<file path="src/rtl/result_serializer_if.sv">
// result_serializer_if: load/transmit handshake and serial output bundle between the flow controller and the serializer.
interface result_serializer_if #(
   parameter int DATA_W = 8,
   parameter int FLAG_W = 4
);
   logic              p_load;
   logic              tx_dat;
   logic [DATA_W-1:0] data_in;
   logic [FLAG_W-1:0] flags_in;
   logic              sout;
   logic              out_valid;
   logic              tx_busy;
   logic              tx_done;
   modport master(output p_load, tx_dat, data_in, flags_in, input sout, out_valid, tx_busy, tx_done);
   modport slave(input p_load, tx_dat, data_in, flags_in, output sout, out_valid, tx_busy, tx_done);
endinterface

</file>
<file path="src/rtl/result_serializer.sv">
// result_serializer: captures {flags,data} and shifts it out MSB-first with an optional trailing even-parity bit.
module result_serializer #(
   parameter int DATA_W    = 8,
   parameter int FLAG_W    = 4,
   parameter int PARITY_EN = 1
) (
   input logic          clk,
   input logic          reset,
   result_serializer_if.slave bus
);
   localparam int FRAME_W = FLAG_W + DATA_W;
   localparam int NBITS   = FRAME_W + ((PARITY_EN != 0) ? 1 : 0);
   localparam int CW      = $clog2(NBITS + 1);
   localparam logic [1:0] IDLE = 2'd0;
   localparam logic [1:0] HOLD = 2'd1;
   localparam logic [1:0] SEND = 2'd2;
   localparam logic [1:0] DONE = 2'd3;
   logic [1:0]         state;
   logic [FRAME_W-1:0] frame;
   logic [FRAME_W-1:0] cap;
   logic               par;
   logic [CW-1:0]      cnt;
   logic               send_par;
   assign cap = {bus.flags_in, bus.data_in};
   // the final shift slot carries the parity latched at capture instead of a frame bit
   assign send_par = (PARITY_EN != 0) && (cnt == CW'(1));
   always_ff @(posedge clk or posedge reset) begin
      if (reset) begin
         state         <= IDLE;
         frame         <= '0;
         par           <= 1'b0;
         cnt           <= '0;
         bus.sout      <= 1'b0;
         bus.out_valid <= 1'b0;
         bus.tx_busy   <= 1'b0;
         bus.tx_done   <= 1'b0;
      end else begin
         case (state)
            IDLE, HOLD: begin
               if (bus.p_load) begin
                  frame <= cap;
                  par   <= ^cap;
               end
               if (bus.tx_dat && (bus.p_load || state == HOLD)) begin
                  state         <= SEND;
                  bus.sout      <= bus.p_load ? cap[FRAME_W-1] : frame[FRAME_W-1];
                  bus.out_valid <= 1'b1;
                  bus.tx_busy   <= 1'b1;
                  cnt           <= CW'(NBITS - 1);
               end else if (bus.p_load) begin
                  state <= HOLD;
               end
            end
            SEND: begin
               if (cnt != '0) begin
                  frame    <= frame << 1;
                  bus.sout <= send_par ? par : frame[FRAME_W-2];
                  cnt      <= cnt - 1'b1;
               end else begin
                  state         <= DONE;
                  bus.sout      <= 1'b0;
                  bus.out_valid <= 1'b0;
                  bus.tx_done   <= 1'b1;
               end
            end
            DONE: begin
               state       <= IDLE;
               bus.tx_done <= 1'b0;
               bus.tx_busy <= 1'b0;
               frame       <= '0;
               par         <= 1'b0;
            end
            default: state <= IDLE;
         endcase
      end
   end
endmodule

</file>
<file path="src/flat_wrapper.sv">
// flat-port wrapper written by rule: the top's interface ports become plain ports
module result_serializer_flat 
#(
   parameter int DATA_W    = 8,
   parameter int FLAG_W    = 4,
   parameter int PARITY_EN = 1
)
  (clk, reset, bus_p_load, bus_tx_dat, bus_data_in, bus_flags_in, bus_sout, bus_out_valid, bus_tx_busy, bus_tx_done);
  result_serializer_if #(.DATA_W(DATA_W), .FLAG_W(FLAG_W)) bus_i ();
  input logic clk;
  input logic reset;
  input wire logic [$bits(bus_i.p_load)-1:0] bus_p_load;
  input wire logic [$bits(bus_i.tx_dat)-1:0] bus_tx_dat;
  input wire logic [$bits(bus_i.data_in)-1:0] bus_data_in;
  input wire logic [$bits(bus_i.flags_in)-1:0] bus_flags_in;
  output wire logic [$bits(bus_i.sout)-1:0] bus_sout;
  output wire logic [$bits(bus_i.out_valid)-1:0] bus_out_valid;
  output wire logic [$bits(bus_i.tx_busy)-1:0] bus_tx_busy;
  output wire logic [$bits(bus_i.tx_done)-1:0] bus_tx_done;
  assign bus_i.p_load = bus_p_load;
  assign bus_i.tx_dat = bus_tx_dat;
  assign bus_i.data_in = bus_data_in;
  assign bus_i.flags_in = bus_flags_in;
  assign bus_sout = bus_i.sout;
  assign bus_out_valid = bus_i.out_valid;
  assign bus_tx_busy = bus_i.tx_busy;
  assign bus_tx_done = bus_i.tx_done;
  result_serializer #(.DATA_W(DATA_W), .FLAG_W(FLAG_W), .PARITY_EN(PARITY_EN)) u_core (.clk(clk), .reset(reset), .bus(bus_i));
endmodule
</file>
<file path="config.mk">
export PLATFORM = sky130hd
export DESIGN_NAME = result_serializer_flat
export DESIGN_NICKNAME = d
export VERILOG_FILES = /design/src/rtl/result_serializer_if.sv /design/src/rtl/result_serializer.sv /design/src/flat_wrapper.sv
export SDC_FILE = /design/constraint.sdc
export NUM_CORES = 1
export LEC_CHECK = 0
export BUFFER_PORTS_ARGS = -buffer_cell sky130_fd_sc_hd__buf_2
export CAP_MARGIN = 0
export CORE_MARGIN = 8
export CORE_UTILIZATION = 35
export DETAILED_ROUTE_END_ITERATION = 8
export PLACE_DENSITY = 0.61
export RECOVER_POWER = 25
export SYNTH_ARGS = -nofsm -noshare
export SYNTH_HDL_FRONTEND = slang
export SYNTH_SLANG_ARGS = --single-unit
</file>
<file path="constraint.sdc">
create_clock -name clk -period 3.4 [get_ports clk]
set_input_delay 0.34 -clock clk [delete_from_list [all_inputs] [get_ports clk]]
set_output_delay 0.34 -clock clk [all_outputs]
set_load 0.02 [all_outputs]
</file>
==> metrics.md, run 1 <==
| Metric | Value |
|---|---|
| Setup crit end kind | `flop` |
| Rel. slew slack | `43.55%` |
| Clock latency on the worst-skew pair | `0.32 ns` |
| CTS root buf | `clkbuf_4` |
| GP Congestion | `0.8708` |
| Internal Power | `644.0 uW` |
| DP HPWL | `1960 um` |
| Mapped Avg Cell Area | `9.375 um2` |
| Yosys reg bits | `23` |
| GR Overflow Total | `0` |
| CTS Hold Bufs | `0` |
| Fin crit period | `1.856 ns` |
| DR iter-0 viols | `55` |
| Fill count | `372` |
| Initial antenna violation count | `0` |
| Total negative slack | `0 ns` |
| Routed WL per cell | `12.62 um` |
| Ratio of cells with drive above 1 in the final layout | `18.30%` |
| Setup CP Type | `flop to flop` |
| Chip height | `76.36 um` |
| Pin count of the biggest net entering global routing | `25` |
| Crit-path max FO | `6` |
| Die Wd | `76.36 um` |
| Final hold vios | `0` |
| Status | `complete, no violations` |
| Syn. warnings | `0` |
| CTS tree | `done` |
| Leak | `0.6169 nW` |
| MaxCap Viol Count | `0` |
| RSZ-0062 raised after global routing | `false` |
| Post-synthesis net count | `154` |
| CP max stage delay | `0.58 ns` |
| Most frequent cells in the layout | `nand2_1 (24), dfrtp_1 (23), buf_2 (19), a21oi_1 (14), o21ai_0 (14)` |
| Multi-input logic area | `641.9 um2` |
| Std-Cell Core Area | `3578 um2` |
| Antenna Nets Post-Route | `0` |
| Sw frac | `42.02%` |
| Power density over cell area | `784.9 nW/um2` |
| Core Rows | `22` |
| Clk pwr share | `11.5%` |
| DIE AREA | `5830 um2` |
| Worst-margin pin slew | `0.8458 ns` |
| Slowest stage cell, crit path | `nor3b_1` |
| Setup crit start kind | `flop` |
| Max Clock Freq | `538.9 MHz` |
| Vias in the first global route | `993` |
| Vias per cell | `4.940` |
| Comb power frac | `40.7%` |
| Switching power total | `466.7 uW` |
| Synthesis-to-finish area growth | `10.99%` |
| Seq pwr share | `47.8%` |
| Sink Count | `23` |
| DR DRC count | `0` |
| Initial DRT Pass Iterations | `4` |
| Final setup vio count | `0` |
| Initial Utilization | `35.63%` |
| Commonest non-fill, non-tap cell in the layout | `nand2_1` |
| Worst path required time | `3.64 ns` |
| Sequential cell area | `575.6 um2` |
| NumNets Final | `172` |
| Synth cell types | `34` |
| CP cell instances | `inv_1 > ha_1 > nor3b_1 > nand2_1 > a31oi_1` |
| Worst EP arrival | `2.09 ns` |
| Seq/Total Area, Yosys | `45.14%` |
| Total track usage | `9.176%` |
| CTS Buf Count | `3` |
| Clock Skew | `0.01331 ns` |
| HP Class | `input port to asynchronous set/reset pin` |
| Postcts setup bufs | `0` |
| Via count | `993` |
| Final core occ | `39.55%` |
| Clock transition at path regs | `0.13 ns` |
| Post-CTS sizing | `0` |
| # H-tree levels | `1` |
| Synth area leader | `dfrtp_1` |
| Io pins | `20` |
| Synth area leaders | `dfrtp_1 (45%), nand2_1 (7.1%), a21oi_1 (5.5%)` |
| Final WL | `2537 um` |
| Fin crit share | `54.58%` |
| I/O Buffers | `19` |
| Top-area cell type share of the netlist area | `45.14%` |
| Diode count | `0` |
| Max Buffers Root-to-Sink | `2` |
| Slew Viols, Final | `0` |
| First-pass GRT wire length | `4457 um` |
| Gate Count Post-Synth | `136` |
| Mapped Area | `1275 um2` |
| Max VDD drop | `0.0001677 V` |
[cell type report]
class                           instances  share of cell area (%)
Inverter                                4                   1.061
Clock inverter                          1                  0.3537
Multi-Input combinational cell        103                   45.36
Tap cell                               48                   4.244
Timing Repair Buffer                   19                   6.720
Sequential cell                        23                   40.67
Clock buffer                            3                   1.592
[worst max-delay path: cells and delay by family, from the launching register on]
kind | cells | cell delay [ns]
AND/OR/NAND/NOR | 2 | 0.81
AO/OA/AOI/OAI | 1 | 0.25
adder cells (fa/ha/maj) | 1 | 0.19
buffers and inverters | 1 | 0.10
flip-flops | 1 | 0.43
[synth_stat cells]
cell / count
a21oi_1: 14
or3b_4: 1
o221ai_1: 1
nor3_1: 1
mux2i_1: 3
nand2_1: 24
dfrtp_1: 23
o31ai_1: 2
buf_2: 1
inv_1: 4
clkbuf_1: 2
nor3b_1: 2
ha_1: 2
a2bb2oi_1: 1
o32ai_1: 1
o21ai_0: 14
a31oi_1: 1
nor2b_1: 10
nand2b_1: 2
nor4_1: 1
nor2_1: 4
nand4b_1: 1
buf_6: 2
nand2b_4: 1
o22ai_4: 1
xnor2_1: 8
xor2_1: 1
xnor3_1: 1
buf_4: 1
or2_2: 1
nand3_1: 2
and2b_2: 1
o21a_1: 1
o21ai_1: 1
[sequential cells by signal, summed over array words and instances (netlist names)]
register	count
u_core.frame	12
u_core.cnt	4
u_core.state	2
u_core.bus.out_valid	1
u_core.bus.sout	1
u_core.bus.tx_busy	1
u_core.bus.tx_done	1
u_core.par	1
[power by group through the flow]
stage | Clock, mW | Sequential, mW | Combinational (mW)
floorplan | 0 | 0.503 | 0.389
global placement | 0 | 0.530 | 0.448
detailed placement | 0 | 0.538 | 0.457
CTS | 0.135 | 0.531 | 0.459
global route | 0.143 | 0.553 | 0.515
finish | 0.128 | 0.530 | 0.452
[cell families (layout without fill, tap and decap cells)]
family | Yosys count | in the layout | synth area share, %
AOI/OAI and AO/OA | 37 | 37 | 17.27
xor gates and xnor gates | 10 | 10 | 7.949
adders and majority gates | 2 | 2 | 1.962
buffers and inverters | 10 | 27 | 4.514
DFF | 23 | 23 | 45.14
muxes | 3 | 3 | 2.355
and+or+nand+nor | 51 | 51 | 20.80
[path summary, 6_finish.rpt]
path                            slack (ns)                           start  cells past startpoint                             end
worst max-delay path                  1.54       u_core.cnt[1]$_DFFE_PP0P_                      5       u_core.cnt[0]$_DFFE_PP0P_
worst min-delay path                  0.16                           reset                      2    u_core.frame[11]$_DFFE_PP0P_
worst max register to register        1.54       u_core.cnt[1]$_DFFE_PP0P_                      5       u_core.cnt[0]$_DFFE_PP0P_
worst min register to register        0.49  u_core.bus.tx_busy$_DFFE_PP0P_                      2  u_core.bus.tx_busy$_DFFE_PP0P_
max in group asynchronous             2.71                           reset                      2       u_core.cnt[1]$_DFFE_PP0P_
min in group clk                      0.23                      bus_tx_dat                      2     u_core.state[0]$_DFFE_PP0P_
[through the flow]
| step | setup WS, ns | cells | hold WS (ns) | total power, mW | cell area [um2] |
|---|---|---|---|---|---|
| 2_1_floorplan | 1.860 | 136 | 0.3419 | 0.8924 | 1275 |
| 3_3_place_gp | 1.644 | 197 | 0.4579 | 0.9774 | 1388 |
| 3_5_place_dp | 1.539 | 197 | 0.4715 | 0.9955 | 1388 |
| 4_1_cts | 1.530 | 201 | 0.1946 | 1.125 | 1415 |
| 5_1_grt | 1.391 | 201 | 0.2331 | 1.210 | 1415 |
| 6_report | 1.544 | 201 | 0.1630 | 1.111 | 1415 |
[per-layer routing]
metal | part of all wire (%) | track usage, % | up-vias
li1 | - | - | 497
met1 | 44 | 10.35 | 479
met2 | 52 | 16.02 | 12
met3 | 1.5 | 0.7075 | 5
met4 | 2.9 | 6.346 | 0
met5 | 0 | 0 | -
No activity file was read; power rests on OpenSTA's default activity.
==> inputs of run 2 (changes only) <==
==> constraint.sdc (replaced) <==
create_clock -name clk -period 1.8 [get_ports clk]
set_input_delay 0.18 -clock clk [delete_from_list [all_inputs] [get_ports clk]]
set_output_delay 0.18 -clock clk [all_outputs]
set_load 0.02 [all_outputs]
==> metrics.md, run 2 (same netlist as run 1, synthesis figures left out) <==
| Metric | Value |
|---|---|
| Status | `complete, no violations` |
| NumNets Final | `177 (+2.9%)` |
| Final hold vios | `0 (unchanged)` |
| Antenna Nets Post-Route | `0 (unchanged)` |
| R2R depth | `6 (+1)` |
| Setup CP Type | `flop to flop` |
| CTS Buf Count | `3 (unchanged)` |
| Largest register FFs | `12 (unchanged)` |
| Max Clock Freq | `599.2 MHz (+11%)` |
| Core Rows | `22 (unchanged)` |
| Top Family by Delay on Critical Path | `flip-flops` |
| Worst EP arrival | `1.86 ns (-0.23 ns)` |
| GR Overflow Total | `0 (unchanged)` |
| DR DRC count | `0 (unchanged)` |
| Most frequent cells in the layout | `nand2_1 (24), dfrtp_1 (23), buf_2 (19), a21oi_1 (14), o21ai_0 (14)` |
| Final WL | `2593 um (+2.2%)` |
| Hold path depth | `2` |
| Rel. slew slack | `62.90% (+19 points)` |
| Crit-path max FO | `22 (+16)` |
| Top reg by flops | `u_core.frame` |
| Initial Utilization | `35.63% (unchanged)` |
| Vias per cell | `4.908 (-0.66%)` |
| Inst Count DP | `201 (+2.0%)` |
| Routed WL per cell | `12.59 um (-0.27%)` |
| CTS tree | `done` |
| HP Class | `input port to flop` |
| Commonest non-fill, non-tap cell in the layout | `nand2_1` |
| Worst path required time | `1.99 ns (-1.65 ns)` |
| Leak | `0.6415 nW (+4.0%)` |
| Clock transition at path regs | `0.12 ns (about the same)` |
| Ratio of cells with drive above 1 in the final layout | `19.62% (+1.3 points)` |
| Worst-margin pin slew | `0.5564 ns (-0.2894 ns)` |
| DIE AREA | `5830 um2 (unchanged)` |
| Clock Skew | `0.005325 ns (-0.007981 ns)` |
| # H-tree levels | `1 (unchanged)` |
| Post-CTS sizing | `0 (unchanged)` |
| Die Wd | `76.36 um (unchanged)` |
| Slowest stage cell, crit path | `dfrtp_1` |
| Fill count | `376 (+1.1%)` |
| GP Congestion | `0.8556 (-1.7%)` |
| I/O Buffers | `19 (unchanged)` |
| DP HPWL | `1987 um (+1.4%)` |
| Setup crit end kind | `flop` |
| First-pass GRT wire length | `4623 um (+3.7%)` |
| Top Registers | `u_core.frame x12, u_core.cnt x4, u_core.state x2` |
| Critical Path Stages | `6 (+1)` |
| CP max stage delay | `0.43 ns (-0.15 ns)` |
| Total power | `2.155 mW (+94%)` |
| Fin crit period | `1.669 ns (-0.1866 ns)` |
| Max Buffers Root-to-Sink | `2 (unchanged)` |
| Clock latency on the worst-skew pair | `0.31 ns (about the same)` |
| MaxCap Viol Count | `0 (unchanged)` |
| Sink Count | `23 (unchanged)` |
| Postcts setup bufs | `0 (unchanged)` |
| Total negative slack | `0 ns (unchanged)` |
| Critical path buffer and inverter count | `2 (+1)` |
| Diode count | `0 (unchanged)` |
| Initial antenna violation count | `0 (unchanged)` |
| Chip height | `76.36 um (unchanged)` |
| Synthesis-to-finish area growth | `14.82%` |
| Total track usage | `9.400% (+0.22 points)` |
| Final setup vio count | `0 (unchanged)` |
| CP cell instances | `inv_1 > ha_1 > or3b_4 > o22ai_4 > buf_12 > o21ai_0` |
| CTS Hold Bufs | `1 (+1)` |
| RSZ-0062 raised after global routing | `false` |
| Power density over cell area | `1472 nW/um2 (+88%)` |
| DR iter-0 viols | `58 (+5.5%)` |
| Initial DRT Pass Iterations | `4 (unchanged)` |
| Pin count of the biggest net entering global routing | `24 (-4.0%)` |
| Fin crit share | `92.72% (+38 points)` |
| Max VDD drop | `0.0003765 V (+120%)` |
| Vias in the first global route | `1033 (+4.0%)` |
| Setup crit start kind | `flop` |
| Slew Viols, Final | `0 (unchanged)` |
| Via count | `1011 (+1.8%)` |
| CTS root buf | `clkbuf_4` |
| Io pins | `20 (unchanged)` |
| Non-Filler Instances | `206 (+2.5%)` |
| Std-Cell Core Area | `3578 um2 (unchanged)` |
## run 2: cell count changes in the layout (fill, tap and decap cells not counted), sizes merged
| cell | change |
|---|---|
| buf | +3 |
| clkbuf | +2 |
| clkinv | -1 |
| dlygate4sd3 | +1 |
## run 2: final cells by class
| type | instances | area [um2] | share of cell area (%) |
|---|---|---|---|
| flip-flops and latches | 23 | 575.6 | 39.32 |
| repair buffers | 24 | 145.1 | 9.915 |
| inverters | 4 | 15.01 | 1.026 |
| multi-input cells | 103 | 641.9 | 43.85 |
| well taps | 48 | 60.06 | 4.103 |
| clock buffers | 4 | 26.28 | 1.795 |
## run 2: metal layers
metal / global-route usage (%) / wire (um) / part of all wire (%) / up-vias
li1: - / - / - / 507
met1: 11.21 / 1170 / 45 / 482
met2: 16.20 / 1317 / 51 / 18
met3: 1.179 / 60 / 2.3 / 4
met4: 4.615 / 45 / 1.7 / 0
met5: 0 / 0 / 0 / -
## run 2: final timing paths
check	start	slack (ns)	to
worst max register to register	u_core.cnt[1]$_DFFE_PP0P_	0.13	u_core.frame[6]$_DFFE_PP0P_
worst min-delay path	bus_tx_dat	0.08	u_core.state[0]$_DFFE_PP0P_
max in group asynchronous	reset	0.90	u_core.frame[1]$_DFFE_PP0P_
min in group asynchronous	reset	0.53	u_core.state[1]$_DFFE_PP0P_
worst max-delay path	u_core.cnt[1]$_DFFE_PP0P_	0.13	u_core.frame[6]$_DFFE_PP0P_
worst min register to register	u_core.bus.tx_busy$_DFFE_PP0P_	0.49	u_core.bus.tx_busy$_DFFE_PP0P_
## run 2: per-stage QoR
step	utilization (%)	cell area (um2)	hold slack (ns)	setup slack (ns)
4_1_cts	40.98	1466	0.06979	0.1277
3_5_place_dp	39.97	1430	0.2356	0.1577
5_1_grt	40.91	1464	0.05121	0.005284
3_3_place_gp	39.97	1430	0.2280	0.1995
2_1_floorplan	-	1275	0.1819	0.2596
6_report	40.91	1464	0.07826	0.1310
## run 2: power breakdown
part / internal [mW] / total [mW] / switching [mW]
sequential: 0.749 / 0.974 / 0.225
combinational: 0.432 / 0.947 / 0.514
clock: 0.0864 / 0.234 / 0.148
==> inputs of run 3 (changes only) <==
--- a/config.mk
+++ b/config.mk
@@ -5,12 +5,14 @@
 export SDC_FILE = /design/constraint.sdc
 export NUM_CORES = 1
 export LEC_CHECK = 0
+export ABC_AREA = 1
+export ABC_CLOCK_PERIOD_IN_PS = 1800
 export BUFFER_PORTS_ARGS = -buffer_cell sky130_fd_sc_hd__buf_2
 export CAP_MARGIN = 0
 export CORE_MARGIN = 8
 export CORE_UTILIZATION = 35
 export DETAILED_ROUTE_END_ITERATION = 8
-export PLACE_DENSITY = 0.61
+export PLACE_DENSITY = 0.6
 export RECOVER_POWER = 25
 export SYNTH_ARGS = -nofsm -noshare
 export SYNTH_HDL_FRONTEND = slang
==> metrics.md, run 3 <==
| Metric | Value |
|---|---|
| Slowest stage cell, crit path | `dfrtp_1` |
| Power density over cell area | `1329 nW/um2 (-9.7%)` |
| Final core occ | `41.54% (+0.63 points)` |
| Sink Count | `23 (unchanged)` |
| DR iter-0 viols | `43 (-26%)` |
| Chip height | `80.43 um (+5.3%)` |
| Mapped Avg Cell Area | `7.337 um2 (-22%)` |
| CP max stage delay | `0.38 ns (-0.05 ns)` |
| GP Congestion | `0.6982 (-18%)` |
| Post-synthesis net count | `216 (+40%)` |
| Worst path required time | `1.96 ns (-0.03 ns)` |
| Total negative slack | `0 ns (unchanged)` |
| Setup crit end kind | `flop` |
| CTS Buf Count | `3 (unchanged)` |
| DIE AREA | `6468 um2 (+11%)` |
| Worst EP arrival | `1.67 ns (-0.19 ns)` |
| Mapped Area | `1453 um2 (+14%)` |
| I/O Buffers | `19 (unchanged)` |
| Via count | `1234 (+22%)` |
| Synthesis-to-finish area growth | `14.38%` |
| Fin crit period | `1.515 ns (-0.1536 ns)` |
| Initial Utilization | `36.32% (+0.69 points)` |
| Seq/Total Area, Yosys | `39.62% (-5.5 points)` |
| HP Class | `input port to flop` |
| Max Clock Freq | `659.9 MHz (+10%)` |
| Leak | `0.9015 nW (+41%)` |
| Final hold vios | `0 (unchanged)` |
| Final WL | `3026 um (+17%)` |
| CTS root buf | `clkbuf_8` |
| Fill count | `414 (+10%)` |
| Die Wd | `80.43 um (+5.3%)` |
| Synth top cells by count | `nand2_1 (74), inv_1 (35), dfrtp_1 (23)` |
| Max Buffers Root-to-Sink | `2 (unchanged)` |
| Initial DRT Pass Iterations | `4 (unchanged)` |
| Syn. warnings | `0 (unchanged)` |
| DP HPWL | `2373 um (+19%)` |
| Ratio of cells with drive above 1 in the final layout | `20.18% (+0.56 points)` |
| Clock Skew | `0.004306 ns (-0.001018 ns)` |
| Largest register FFs | `12 (unchanged)` |
| Status | `complete, no violations` |
| Commonest non-fill, non-tap cell in the layout | `nand2_1` |
| Worst-margin pin slew | `0.5823 ns (+0.02591 ns)` |
| First-pass GRT wire length | `5471 um (+18%)` |
| Setup CP Type | `flop to flop` |
| Synth area leader | `dfrtp_1` |
| Rel. slew slack | `61.18% (-1.7 points)` |
| Std-Cell Core Area | `4000 um2 (+12%)` |
| Yosys reg bits | `23 (unchanged)` |
| Max VDD drop | `0.0005838 V (+55%)` |
| CP cell instances | `inv_1 > ha_1 > nand3_1 > nor2_4 > a21oi_4 > buf_4 > nand2_1 > o21ai_2` |
| Core Rows | `23 (+4.5%)` |
| Worst Hold Launch | `bus_data_in[0]` |
| Initial antenna violation count | `0 (unchanged)` |
| Synth Flop Type | `dfrtp_1` |
| Fin crit share | `84.19% (-8.5 points)` |
| Synth area leaders | `dfrtp_1 (40%), nand2_1 (19%), inv_1 (9.0%)` |
| Total track usage | `10.52% (+1.1 points)` |
| Pin count of the biggest net entering global routing | `24 (unchanged)` |
| Io pins | `20 (unchanged)` |
| Final setup vio count | `0 (unchanged)` |
| Top-area cell type share of the netlist area | `39.62% (-5.5 points)` |
| Gate Count Post-Synth | `198 (+46%)` |
| Number of synthesized flops with an enable pin | `0 (unchanged)` |
| Vias per cell | `4.520 (-7.9%)` |
| Top reg by flops | `u_core.frame` |
| RSZ-0062 raised after global routing | `false` |
| Clock latency on the worst-skew pair | `0.26 ns (-0.05 ns)` |
| GR Overflow Total | `0 (unchanged)` |
| R2r startpoint | `u_core.cnt[0]$_DFFE_PP0P_` |
| DR DRC count | `0 (unchanged)` |
| Count leader, synth | `nand2_1` |
| Total power | `2.208 mW (+2.5%)` |
| # H-tree levels | `1 (unchanged)` |
| Diode count | `0 (unchanged)` |
| Routed WL per cell | `11.08 um (-12%)` |
| Top Registers | `u_core.frame x12, u_core.cnt x4, u_core.state x2` |
| Setup crit start kind | `flop` |
| Most frequent cells in the layout | `nand2_1 (74), inv_1 (35), dfrtp_1 (23), buf_2 (19)` |
| Critical Path Start | `u_core.cnt[0]$_DFFE_PP0P_` |
| Post-CTS sizing | `0 (unchanged)` |
| Crit-path max FO | `14 (-36%)` |
| Synth cell types | `22 (-35%)` |
| FF-to-FF setup slack | `0.28 ns (+0.15 ns)` |
| NumNets Final | `242 (+37%)` |
| CTS tree | `done` |
| Clock transition at path regs | `0.08 ns (-0.04 ns)` |
| Async set-reset flop share out of synthesis | `100.0% (unchanged)` |
| Vias in the first global route | `1246 (+21%)` |
| Antenna Nets Post-Route | `0 (unchanged)` |
| Slew Viols, Final | `0 (unchanged)` |
| MaxCap Viol Count | `0 (unchanged)` |
run 3: power breakdown:
part	internal (mW)	switching [mW]
Sequential	0.732	0.109
Combinational	0.388	0.663
Clock	0.158	0.159
run 3: cell families after synthesis:
logic type / after synthesis / share of synthesized area (%)
flops: 23 / 39.62
xor+xnor: 3 / 1.809
fa+ha+maj: 2 / 1.722
buf+inv: 41 / 12.58
simple gates: 95 / 26.36
compound gates: 34 / 17.92
run 3: layer usage:
layer  vias to the layer above  global-route usage, %  share of wire [%]
li1                        666                      -                  -
met1                       546                  13.63                 50
met2                        17                  16.20                 45
met3                         5                  1.786                3.3
met4                         0                  5.636                2.3
met5                         -                      0                  0
run 3: critical path, delay by kind of cell (launching register included):
kind | cells | cell delay, ns
DFF | 1 | 0.38
adders and majority gates | 1 | 0.20
and+or+nand+nor | 3 | 0.42
AOI/OAI and AO/OA | 2 | 0.10
buffers and inverters | 2 | 0.31
run 3: path summary, 6_finish.rpt:
kind	cells after the start	to
min in group asynchronous	4	u_core.frame[7]$_DFFE_PP0P_
max reg2reg	8	u_core.frame[4]$_DFFE_PP0P_
min	3	u_core.frame[0]$_DFFE_PP0P_
max in group asynchronous	4	u_core.bus.sout$_DFFE_PP0P_
max	8	u_core.frame[4]$_DFFE_PP0P_
min reg2reg	2	u_core.bus.out_valid$_DFFE_PP0P_
run 3: repair_timing:
action / 4_1_cts / 5_1_grt
hold endpoints to repair: 23 / 0
setup endpoints to repair: 0 / 0
buffers inserted: 0 / 0
hold buffers: 1 / 0
run 3: cell type report:
cell class / instances / area, um2 / share of cell area (%)
multi-input cells: 134 / 694.4 / 41.79
flip-flops and latches: 23 / 575.6 / 34.64
inverters: 37 / 143.9 / 8.660
repair buffers: 25 / 140.1 / 8.434
well taps: 50 / 62.56 / 3.765
clock buffers: 4 / 45.04 / 2.711
run 3: per-stage QoR:
| stage | worst slack (ns) | cell area (um2) | cells | hold WS [ns] |
|---|---|---|---|---|
| global route | 0.1115 | 1662 | 273 | 0.2536 |
| floorplan | 0.4606 | 1453 | 198 | 0.1819 |
| detailed placement | 0.3043 | 1609 | 268 | 0.2411 |
| CTS | 0.2945 | 1664 | 273 | 0.2436 |
| finish | 0.2845 | 1662 | 273 | 0.2498 |
| global placement | 0.3427 | 1609 | 268 | 0.2405 |
